## src/rtl/spi_slave.sv

```systemverilog
// SPI slave (sample on sclk fall, LSB first): pins oversampled in mclk; pin edges act SYNC_STAGES+1 mclk edges later.
// Backpressure: unread rx byte drops new bytes (rx_overrun); empty tx holding register sends 0x00 (tx_underrun).
module spi_slave #(
  parameter int DATA_W      = 8,
  parameter int SYNC_STAGES = 2
) (
  input  logic              mclk,
  input  logic              reset,
  input  logic              sclk,
  input  logic              cs,
  input  logic              mosi,
  output logic              miso,
  input  logic [DATA_W-1:0] tx_data,
  input  logic              tx_valid,
  output logic              tx_ready,
  output logic [DATA_W-1:0] rx_data,
  output logic              rx_valid,
  input  logic              rx_ready,
  output logic              rx_overrun,
  output logic              tx_underrun,
  output logic              busy
);

  localparam int CNT_W = (DATA_W > 1) ? $clog2(DATA_W) : 1;
  localparam logic [CNT_W-1:0] LAST_BIT = CNT_W'(DATA_W - 1);

  typedef enum logic {IDLE, ACTIVE} state_t;

  state_t                   state, state_nxt;
  logic [SYNC_STAGES-1:0]   sclk_sync, cs_sync, mosi_sync, prime;
  logic                     sclk_d, cs_d, armed;
  logic                     sclk_s, cs_s, mosi_s;
  logic                     sclk_fall, cs_fall, cs_rise;
  logic                     enter, abort, fall_act, byte_done, tx_load;
  logic [DATA_W-1:0]        rx_shift, tx_shift, tx_hold, rx_next;
  logic                     tx_full;
  logic [CNT_W-1:0]         bit_cnt;

  assign sclk_s    = sclk_sync[SYNC_STAGES-1];
  assign cs_s      = cs_sync[SYNC_STAGES-1];
  assign mosi_s    = mosi_sync[SYNC_STAGES-1];
  assign sclk_fall = sclk_d & ~sclk_s;
  assign cs_fall   = cs_d & ~cs_s;
  assign cs_rise   = ~cs_d & cs_s;

  // cs synchroniser resets high, so a frame may only start once a real high level has reached cs_s.
  always_ff @(posedge mclk or negedge reset) begin
    if (!reset) begin
      sclk_sync <= '0;
      cs_sync   <= '1;
      mosi_sync <= '0;
      sclk_d    <= 1'b0;
      cs_d      <= 1'b1;
      prime     <= '0;
      armed     <= 1'b0;
      busy      <= 1'b0;
    end else begin
      sclk_sync <= {sclk_sync[SYNC_STAGES-2:0], sclk};
      cs_sync   <= {cs_sync[SYNC_STAGES-2:0], cs};
      mosi_sync <= {mosi_sync[SYNC_STAGES-2:0], mosi};
      sclk_d    <= sclk_s;
      cs_d      <= cs_s;
      prime     <= {prime[SYNC_STAGES-2:0], 1'b1};
      armed     <= armed | (prime[SYNC_STAGES-1] & cs_s);
      busy      <= armed & ~cs_s;
    end
  end

  always_ff @(posedge mclk or negedge reset) begin
    if (!reset) state <= IDLE;
    else        state <= state_nxt;
  end

  always_comb begin
    state_nxt = state;
    case (state)
      IDLE:    if (cs_fall && armed) state_nxt = ACTIVE;
      ACTIVE:  if (cs_rise)          state_nxt = IDLE;
      default: state_nxt = IDLE;
    endcase
  end

  always_comb begin
    miso = (state == ACTIVE) ? tx_shift[0] : 1'b0;
  end

  assign enter     = (state == IDLE) && cs_fall && armed;
  assign abort     = (state == ACTIVE) && cs_rise;
  assign fall_act  = (state == ACTIVE) && sclk_fall && !cs_rise;
  assign byte_done = fall_act && (bit_cnt == LAST_BIT);
  assign tx_load   = enter || byte_done;
  assign rx_next   = {mosi_s, rx_shift[DATA_W-1:1]};
  assign tx_ready  = ~tx_full;

  always_ff @(posedge mclk or negedge reset) begin
    if (!reset) begin
      rx_shift    <= '0;
      tx_shift    <= '0;
      tx_hold     <= '0;
      tx_full     <= 1'b0;
      bit_cnt     <= '0;
      rx_data     <= '0;
      rx_valid    <= 1'b0;
      rx_overrun  <= 1'b0;
      tx_underrun <= 1'b0;
    end else begin
      rx_overrun  <= 1'b0;
      tx_underrun <= 1'b0;
      if (abort) begin
        rx_shift <= '0;
        tx_shift <= '0;
        bit_cnt  <= '0;
      end else if (fall_act) begin
        rx_shift <= rx_next;
        tx_shift <= tx_shift >> 1;
        bit_cnt  <= byte_done ? '0 : bit_cnt + 1'b1;
      end
      if (enter) bit_cnt <= '0;
      // A load always sees the holding register as it was before this cycle's write.
      if (tx_load) begin
        if (tx_full) begin
          tx_shift <= tx_hold;
        end else begin
          tx_shift    <= '0;
          tx_underrun <= 1'b1;
        end
      end
      if (tx_valid && !tx_full) begin
        tx_hold <= tx_data;
        tx_full <= 1'b1;
      end else if (tx_load && tx_full) begin
        tx_full <= 1'b0;
      end
      if (byte_done) begin
        if (rx_valid && !rx_ready) begin
          rx_overrun <= 1'b1;
        end else begin
          rx_data  <= rx_next;
          rx_valid <= 1'b1;
        end
      end else if (rx_valid && rx_ready) begin
        rx_valid <= 1'b0;
      end
    end
  end

endmodule
```

## config.mk

```make
export PLATFORM = sky130hd
export DESIGN_NAME = spi_slave
export DESIGN_NICKNAME = d
export VERILOG_FILES = /design/src/rtl/spi_slave.sv
export SDC_FILE = /design/constraint.sdc
export NUM_CORES = 1
export LEC_CHECK = 0
export ABC_AREA = 1
export CAP_MARGIN = 20
export CORE_MARGIN = 5
export CORE_UTILIZATION = 42
export DETAILED_ROUTE_END_ITERATION = 7
export GPL_TIMING_DRIVEN = 0
export PLACE_DENSITY_LB_ADDON = 0.08
export SYNTH_ARGS = -nofsm -noshare
export SYNTH_HDL_FRONTEND = slang
export SYNTH_SLANG_ARGS = --single-unit
```

## constraint.sdc

```tcl
create_clock -name mclk -period 2 [get_ports mclk]
set_clock_uncertainty 0.2 [all_clocks]
set_input_delay 0.2 -clock mclk [delete_from_list [all_inputs] [get_ports mclk]]
set_output_delay 0.2 -clock mclk [all_outputs]
set_load 0.01 [all_outputs]
```

==> impl_metrics.tcl <==
set metrics [dict create \
    cts_hold_buf 1 \
    rows 25 \
    cp-end-kind "output port" \
    setup-violations-final 0 \
    timing.hold.ws_ns 0.09816 \
    crit_fanout 10 \
    cts.path.max_buffers 2 \
    avgSynthCellArea_sq_um 10.73 \
    fmax_mhz 533.0 \
    synthArstFlopShare_pct 100.0 \
    htreeDepth 2 \
    fin_util_pct 54.28 \
    grt_setup_unrepaired "no" \
    synth_edf_count 0 \
    cts_root_buffer "clkbuf_8" \
    gr-usage-met3_pct 2.483 \
    clk_latency_ns 0.30 \
    globalplace.congestion 0.7474 \
    final.period_utilization_pct 93.81 \
    cts.sinks 51 \
    min_period_ns 1.876 \
    ys_seq_elements 51 \
    use_met1_pct 16.64 \
    dr.pass1.iters 4 \
    drv_cap 0 \
    routed_wl_um 3518 \
    crit_type "register to output port" \
    post_cts_buffers 0 \
    yosys_warnings 0 \
    core_sq_um 4723 \
    finalMaxSlewViolations 0 \
    drtAntennaViolNets 0 \
    total_power_mw 2.708 \
    mostFrequentLayoutCells "nand2_1 (60), dfrtp_1 (48), clkdlybuf4s50_1 (27)" \
    cts_tree "built" \
    synth_flop_cell "dfrtp_1" \
    clk_pin_slew_worst_paths_ns 0.09 \
    drive_gt1_share_pct 17.98 \
    post_synth_num_cell_types 21 \
    viasPerCell 4.559 \
    num_io_pins 29 \
    min_path_type "primary input to register" \
    layout.nets 244 \
    grt_pass1_vias 1501 \
    busiest_layer "met2" \
    drt_iter0_drc 88 \
    crit_arrival_ns 1.48 \
    yosysSeqAreaShare_pct 62.80 \
    cts_resized 0 \
    grt-ovfl-total 0 \
    grtUsageMet2_pct 22.54 \
    cts_buffers 5 \
    power.density_nw_per_um2 1056 \
    numPortBuffers 28 \
    required_ns 1.60 \
    startpoint_type "register" \
    syn_nets 207 \
    leakagePower_nw 1.224 \
    diodes 0 \
    dieArea_sq_um 6346 \
    grt_pass1_wl_um 6630 \
    via_count 1345 \
    final_common_cell "nand2_1" \
    antenna_found_initial 0 \
    synthCells 190 \
    place_hpwl_um 2562 \
    dieHeight_um 79.66 \
    wl_per_cell_um 11.93 \
    fillers 422 \
    synth_area_sq_um 2038 \
    hold_viol 0 \
    drc 0 \
    grt_usage_pct 13.33 \
    status "finished, final reports clean" \
    peakVddDrop_uv 582.5 \
    die_x_um 79.66 \
    grt_max_degree 37 \
    initial_core_util_pct 43.15 \
    syn_to_final_growth_pct 25.78 \
]
-- sequential cells by signal, summed over array words and instances, names as in the netlist --
| register | cells |
|---|---|
| bit_cnt | 3 |
| tx_hold | 8 |
| tx_underrun | 1 |
| sclk_sync | 2 |
| sclk_d | 1 |
| tx_shift | 8 |
| rx_data | 8 |
| cs_sync | 2 |
| busy | 1 |
| mosi_sync | 2 |
| rx_shift | 7 |
| rx_valid | 1 |
| rx_overrun | 1 |
| tx_full | 1 |
| cs_d | 1 |
| prime | 2 |
| state | 1 |
| armed | 1 |
-- cells by family (layout without fill, tap and decap cells) --
family | count (synthesis) | in the layout | share of synthesized area (%)
adders and majority gates | 2 | 2 | 1.228
other | 1 | 1 | 0.1840
buffers and inverters | 23 | 61 | 5.280
and+or+nand+nor | 87 | 87 | 19.77
muxes | 8 | 8 | 4.420
AOI/OAI and AO/OA | 18 | 18 | 6.323
DFF | 51 | 51 | 62.80
-- cell type report --
type	count	area (sq um)	share of cell area, %
Tap cell	67	83.83	3.270
Sequential cell	51	1280	49.93
Timing Repair Buffer	30	305.3	11.91
Clock inverter	3	67.56	2.635
Clock buffer	5	68.82	2.684
Multi-Input combinational cell	116	650.6	25.38
Buffer	5	40.04	1.562
Inverter	18	67.56	2.635
-- final timing paths --
path,start,end,slack [ns],cells past startpoint
hold reg to reg,sclk_sync[0],sclk_sync[1],0.15,0
setup reg to reg,bit_cnt[0],bit_cnt[0],0.21,6
max in group asynchronous,reset,cs_sync[0],0.88,3
setup / recovery,tx_full,tx_ready,0.12,3
min in group asynchronous,reset,rx_data[4],0.15,2
hold / removal,cs,cs_sync[0],0.1,1
-- power breakdown --
| part | switching, mW | total, mW | internal, mW |
|---|---|---|---|
| Clock | 0.328 | 0.826 | 0.498 |
| Sequential | 0.100 | 1.33 | 1.23 |
| Combinational | 0.283 | 0.550 | 0.267 |
| Total | 0.711 | 2.71 | 2.00 |
-- cells in the mapped netlist, types with 3 or more instances --
| cell type | instances | share of area [%] |
|---|---|---|
| inv_1 | 16 | 2.9 |
| dfrtp_1 | 48 | 59 |
| nand2_1 | 60 | 11 |
| dfstp_2 | 3 | 3.9 |
| o22ai_1 | 7 | 2.1 |
| o21ai_0 | 3 | 0.74 |
| nor2_1 | 4 | 0.74 |
| mux2_2 | 8 | 4.4 |
| o21ai_2 | 8 | 3.4 |
| nand3_1 | 16 | 3.9 |
| nand3_4 | 3 | 2.6 |
-- routing by layer --
metal	wire length, um	part of all wire, %	vias to the layer above
met2	1720	49	27
met4	57	1.6	0
met5	0	0	-
li1	-	-	681
met3	130	3.7	5
met1	1610	46	632
-- worst max-delay path, cell delays in order, from the launching register on --
cell	delay (ns)
dfrtp_1	0.37
buf_2	0.17
inv_1	0.10
clkdlybuf4s50_1	0.54
-- per-stage QoR --
step | cell area (sq um) | worst slack (ns) | TNS (ns) | instances
6_report | 2564 | 0.1239 | 0 | 295
2_1_floorplan | 2038 | 0.3984 | 0 | 190
4_1_cts | 2564 | 0.09787 | 0 | 295
3_3_place_gp | 2402 | -0.8729 | -42.88 | 285
5_1_grt | 2564 | 0.03102 | 0 | 295
3_5_place_dp | 2417 | 0.2110 | 0 | 286
Note: power is estimated with default switching activity, not from simulation.
